**src/rtl/booth_op_sequencer.sv**
```systemverilog
// Operand/strobe sequencer in front of a Booth multiplier: accept, clear, load, load-PP, settle, capture, hand off.
// Optional build macro BOOTH_SEQ_CHECK_EN adds chk_err, a signed-product cross-check taken at capture.
module booth_op_sequencer #(
  parameter int WIDTH         = 16,
  parameter int SETTLE_CYCLES = 18
) (
  input  logic                 clk,
  input  logic                 reset,
  input  logic                 s_valid,
  output logic                 s_ready,
  input  logic [WIDTH-1:0]     s_a,
  input  logic [WIDTH-1:0]     s_b,
  output logic [WIDTH-1:0]     mul_in_A,
  output logic [WIDTH-1:0]     mul_in_B,
  output logic                 mul_reset,
  output logic                 mul_ld,
  output logic                 mul_ld_PP,
  input  logic [2*WIDTH-1:0]   mul_product,
  output logic                 m_valid,
  input  logic                 m_ready,
  output logic [2*WIDTH-1:0]   m_product,
  output logic                 busy,
  output logic [2:0]           dbg_state
`ifdef BOOTH_SEQ_CHECK_EN
  ,
  output logic                 chk_err
`endif
);

  // Handshakes: a transfer happens on a rising edge where valid and ready are both
  // high; valid must hold with stable payload until then, and ready never depends
  // combinationally on valid (every output here is a register).

  typedef enum logic [2:0] {
    ST_IDLE,
    ST_CLR,
    ST_LOAD,
    ST_GAP,
    ST_LDPP,
    ST_WAIT,
    ST_DONE
  } state_t;

  localparam logic [7:0] CNT_INIT = 8'(SETTLE_CYCLES - 1);

  state_t     state;
  logic [7:0] cnt;

  assign dbg_state = state;

`ifdef BOOTH_SEQ_CHECK_EN
  logic signed [2*WIDTH-1:0] ref_product;
  assign ref_product = $signed(mul_in_A) * $signed(mul_in_B);
`endif

  // Strobes are set on the edge entering their state so each is a clean one-cycle register pulse.
  always_ff @(posedge clk) begin
    if (reset) begin
      state     <= ST_IDLE;
      s_ready   <= 1'b1;
      busy      <= 1'b0;
      mul_in_A  <= '0;
      mul_in_B  <= '0;
      mul_reset <= 1'b0;
      mul_ld    <= 1'b0;
      mul_ld_PP <= 1'b0;
      m_valid   <= 1'b0;
      m_product <= '0;
      cnt       <= '0;
`ifdef BOOTH_SEQ_CHECK_EN
      chk_err   <= 1'b0;
`endif
    end else begin
      mul_reset <= 1'b0;
      mul_ld    <= 1'b0;
      mul_ld_PP <= 1'b0;
      case (state)
        ST_IDLE: begin
          if (s_valid && s_ready) begin
            mul_in_A  <= s_a;
            mul_in_B  <= s_b;
            s_ready   <= 1'b0;
            busy      <= 1'b1;
            mul_reset <= 1'b1;
            state     <= ST_CLR;
          end
        end
        ST_CLR: begin
          mul_ld <= 1'b1;
          state  <= ST_LOAD;
        end
        ST_LOAD: begin
          state <= ST_GAP;
        end
        ST_GAP: begin
          mul_ld_PP <= 1'b1;
          state     <= ST_LDPP;
        end
        ST_LDPP: begin
          cnt   <= CNT_INIT;
          state <= ST_WAIT;
        end
        ST_WAIT: begin
          // The counter reads 0 in the last of SETTLE_CYCLES wait cycles.
          if (cnt == 8'd0) begin
            m_product <= mul_product;
            m_valid   <= 1'b1;
`ifdef BOOTH_SEQ_CHECK_EN
            chk_err   <= (mul_product != ref_product);
`endif
            state     <= ST_DONE;
          end else begin
            cnt <= cnt - 8'd1;
          end
        end
        ST_DONE: begin
          if (m_valid && m_ready) begin
            m_valid <= 1'b0;
            s_ready <= 1'b1;
            busy    <= 1'b0;
`ifdef BOOTH_SEQ_CHECK_EN
            chk_err <= 1'b0;
`endif
            state   <= ST_IDLE;
          end
        end
        default: begin
          state   <= ST_IDLE;
          s_ready <= 1'b1;
          busy    <= 1'b0;
          m_valid <= 1'b0;
        end
      endcase
    end
  end

endmodule

```
**config.mk**
```make
export PLATFORM = sky130hd
export DESIGN_NAME = booth_op_sequencer
export DESIGN_NICKNAME = d
export VERILOG_FILES = /design/src/rtl/booth_op_sequencer.sv
export SDC_FILE = /design/constraint.sdc
export NUM_CORES = 1
export LEC_CHECK = 0
export BUFFER_PORTS_ARGS = -buffer_cell sky130_fd_sc_hd__buf_4
export CAP_MARGIN = 20
export CORE_UTILIZATION = 41
export CTS_CLUSTER_DIAMETER = 60
export DETAILED_ROUTE_END_ITERATION = 8
export GPL_TIMING_DRIVEN = 0
export PLACE_DENSITY = 0.79
export SLEW_MARGIN = 30
export SYNTH_ARGS = -nofsm -noshare
export SYNTH_HDL_FRONTEND = slang
export SYNTH_SLANG_ARGS = --single-unit
```
**constraint.sdc**
```tcl
create_clock -name clk -period 1.9 [get_ports clk]
set_input_delay 0.095 -clock clk [delete_from_list [all_inputs] [get_ports clk]]
set_output_delay 0.095 -clock clk [all_outputs]
set_load 0.05 [all_outputs]
```
==> flow_summary_export.csv <==
group,metric,value,unit
power_and_ir_drop,irDropWorstVdd,667,uV
final_layout,fillers,474,
synthesis,synth_area_per_cell,8.11,um2
timing,setup_ws,0.0513,ns
final_layout,drive_gt1_share,32.5,%
global_route,antenna_found_initial,0,
setup_path,cp-end-kind,"flip-flop",
setup_path,r2r-start,"cnt[2]$_SDFFE_PP0P_",
worst_hold_path,hold_path.class,"primary input to flip-flop",
global_route,grt_pass1_vias,3412,
final_layout,insertedDiodeCount,0,
synthesis,ys_warn_count,0,
synthesis,synthCells,370,
power_and_ir_drop,p_per_area,872,mW/mm2
placement,gp_congestion,0.796,
placement,io_buffers,140,
cts,cts.sinks,81,
global_route,grt_max_degree,14,
synthesis,synth-seq-area-share,54.1,%
cts,clock_path_buffers,2,
timing,fmax,0.541,GHz
detailed_routing,ant_nets,0,
run,drv_cap,0,
detailed_routing,first_pass_iters,4,
global_route,grt_pass1_wl,15.6,mm
detailed_routing,routed_wl,10.2,mm
setup_path,worstPathRequired,2.17,ns
floorplan,start_util,43.2,%
cts,clockRootBuffer,"clkbuf_8",
cts,insertion_delay,0.36,ns
floorplan,die_h,87.5,um
setup_path,start_kind,"flip-flop",
synthesis,yosysUniqueCellTypes,40,
cts,cts_buffers,9,
floorplan,core_area,0.00694,mm2
power_and_ir_drop,leakagePower,0.00217,uW
timing,worst_pin_slew,0.571,ns
timing,fin_crit_sh,97.3,%
detailed_routing,wire_per_inst,15.0,um
setup_path,arrival,2.12,ns
cts,cts_tree,"built",
cts,htree_levels,3,
cts,clkTransAtPathRegs,0.08,ns
placement,post-place-ws,-0.117,ns
detailed_routing,drt_iter0_markers,194,
setup_path,crit_type,"flip-flop to flip-flop",
setup_path,cp-startpoint,"cnt[2]$_SDFFE_PP0P_",
timing,clock_skew,0.0103,ns
floorplan,die-area,0.00766,mm2
timing,drv_slew,0,
worst_hold_path,hold_path.startpoint,"mul_product[31]",
timing,setup_viol,0,
synthesis,syn_area,0.00300,mm2
detailed_routing,vias,3394,
final_layout,area_growth,69.8,%
timing,hold_viol_final,0,
placement,dp_hpwl,6.08,mm
detailed_routing,drcViolationCount,0,
final_layout,num-nets-final,653,
floorplan,placementRows,30,
timing,slew_headroom,61.8,%
global_route,gr-total-overflow,0,
detailed_routing,via_per_inst,4.97,
global_route,grt_usage,26.8,%
floorplan,die_w,87.5,um
floorplan,ios,141,
timing,period_minus_slack,1.85,ns
run_status,outcome,"completed",
synthesis,syn-num-nets,440,
synthesis,synth-seq-cells,81,
placement,place_inst,606,
final_layout,fin_cells,683,
setup_path,crit_fanout,7,
## worst paths after layout
path                                                   end  slack (ns)  depth (start not counted)
worst max-delay path                   cnt[7]$_SDFFE_PP0P_        0.05                          4
worst min register to register  m_product[20]$_SDFFE_PP0P_        0.46                          2
worst min-delay path            m_product[31]$_SDFFE_PP0P_       0.007                          3
worst max register to register         cnt[7]$_SDFFE_PP0P_        0.05                          4
## synthesized netlist by cell type
cell type | count | area (um2)
nand2b_1 | 4 | 25.0
or4_1 | 3 | 22.5
dfxtp_1 | 81 | 1620
a311oi_1 | 1 | 8.76
nor3_2 | 1 | 10.0
o211a_1 | 1 | 10.0
or3b_2 | 1 | 8.76
o21ai_1 | 1 | 5.00
ha_1 | 2 | 25.0
nor2b_1 | 2 | 12.5
o21bai_1 | 1 | 7.51
a211oi_1 | 1 | 7.51
a221oi_1 | 1 | 8.76
a31oi_1 | 2 | 12.5
nor3_1 | 2 | 10.0
o21ai_0 | 1 | 5.00
a21oi_1 | 69 | 345
or4bb_1 | 1 | 11.3
buf_2 | 3 | 15.0
nand3_1 | 1 | 5.00
o221ai_1 | 1 | 8.76
nor3b_1 | 2 | 15.0
o311ai_0 | 2 | 17.5
nor4bb_1 | 1 | 10.0
or3_1 | 3 | 18.8
clkbuf_1 | 21 | 78.8
xnor2_1 | 2 | 17.5
inv_1 | 5 | 18.8
or2_2 | 1 | 6.26
nand4b_1 | 1 | 8.76
nor4_2 | 1 | 12.5
nand2_1 | 134 | 503
nor4b_1 | 1 | 8.76
o211ai_1 | 1 | 7.51
mux2_2 | 1 | 11.3
o41ai_1 | 2 | 17.5
a21o_1 | 2 | 15.0
nand4_1 | 2 | 12.5
nand3b_1 | 1 | 7.51
nor2_1 | 7 | 26.3
## cells by family after synthesis
family / synth area share, %
and+or+nand+nor: 24.5
AOI/OAI and AO/OA: 15.9
DFF: 54.1
buffers and inverters: 3.75
xor gates and xnor gates: 0.584
adders and majority gates: 0.834
muxes: 0.375
## sequential cells by signal (all words and copies together), names as in the netlist, 3 cells and up
signal,count
m_product,32
mul_in_B,16
cnt,8
dbg_state,3
mul_in_A,16
## through the flow
step / hold slack (ns) / util [%] / total power (uW) / TNS, ns / instance area, um2
after floorplan: 0.231 / - / 2570 / 0 / 3000
after global placement: 0.342 / 60.1 / 2920 / -2.13 / 4170
after detailed placement: 0.351 / 60.1 / 2940 / -4.80 / 4170
after CTS: 0.000468 / 71.8 / 4390 / -0.000527 / 4990
after global routing: 0.0117 / 73.4 / 4610 / -0.0972 / 5090
final: 0.00671 / 73.4 / 4440 / 0 / 5090
## placed cells by master, fill, tap and decap left out, types with 2 or more instances in the layout
master,count
inv_1,4
a21oi_2,4
clkbuf_2,10
a31oi_1,2
a21o_1,2
a21oi_1,65
nand2b_1,4
clkbuf_8,9
o311ai_0,2
bufinv_16,2
or4_1,2
or3_1,2
o41ai_1,2
xnor2_1,2
nand4_1,2
buf_6,3
dfxtp_1,78
nand2_1,134
nor2_1,7
ha_1,2
clkbuf_1,11
dlygate4sd3_1,58
dfxtp_2,3
buf_4,142
## routing by layer
| metal | vias up | share of wire [%] | global-route usage, % |
|---|---|---|---|
| met5 | - | 0 | 0 |
| met4 | 0 | 2.8 | 14.6 |
| met3 | 23 | 8.1 | 8.06 |
| met2 | 145 | 50 | 46.8 |
| met1 | 1569 | 39 | 29.0 |
| li1 | 1657 | - | - |
## worst max-delay path: stages (launching register included)
cell and delay, ns:
dfxtp_2 0.37, or3_4 0.41, or4_4 0.50, or4_1 0.41, o221ai_1 0.08
## repair_timing
action | 4_1_cts | 5_1_grt
resized for setup | 7 | 37
endpoints found under the hold margin | 58 | 0
gates cloned | 0 | 1
hold buffers | 58 | 0
setup buffers | 0 | 3
pin swaps | 0 | 2
setup endpoints to repair | 60 | 65
## cell type report
cell class / count / area [um2] / area share, %
timing repair buffer: 202 / 1670 / 32.8
sequential: 81 / 1630 / 31.9
multi-input combinational: 260 / 1320 / 25.9
buffer: 24 / 129 / 2.53
clock buffer: 10 / 128 / 2.51
tap: 96 / 120 / 2.36
clock inverter: 5 / 81.3 / 1.60
inverter: 5 / 18.8 / 0.368
## power breakdown
part | switching (uW) | total [uW] | leakage [uW] | internal [uW]
clock network | 627 | 1360 | 0.000102 | 733
registers | 79.1 | 1890 | 0.000659 | 1810
logic | 741 | 1200 | 0.00141 | 454
No activity file was read; power rests on OpenSTA's default activity.
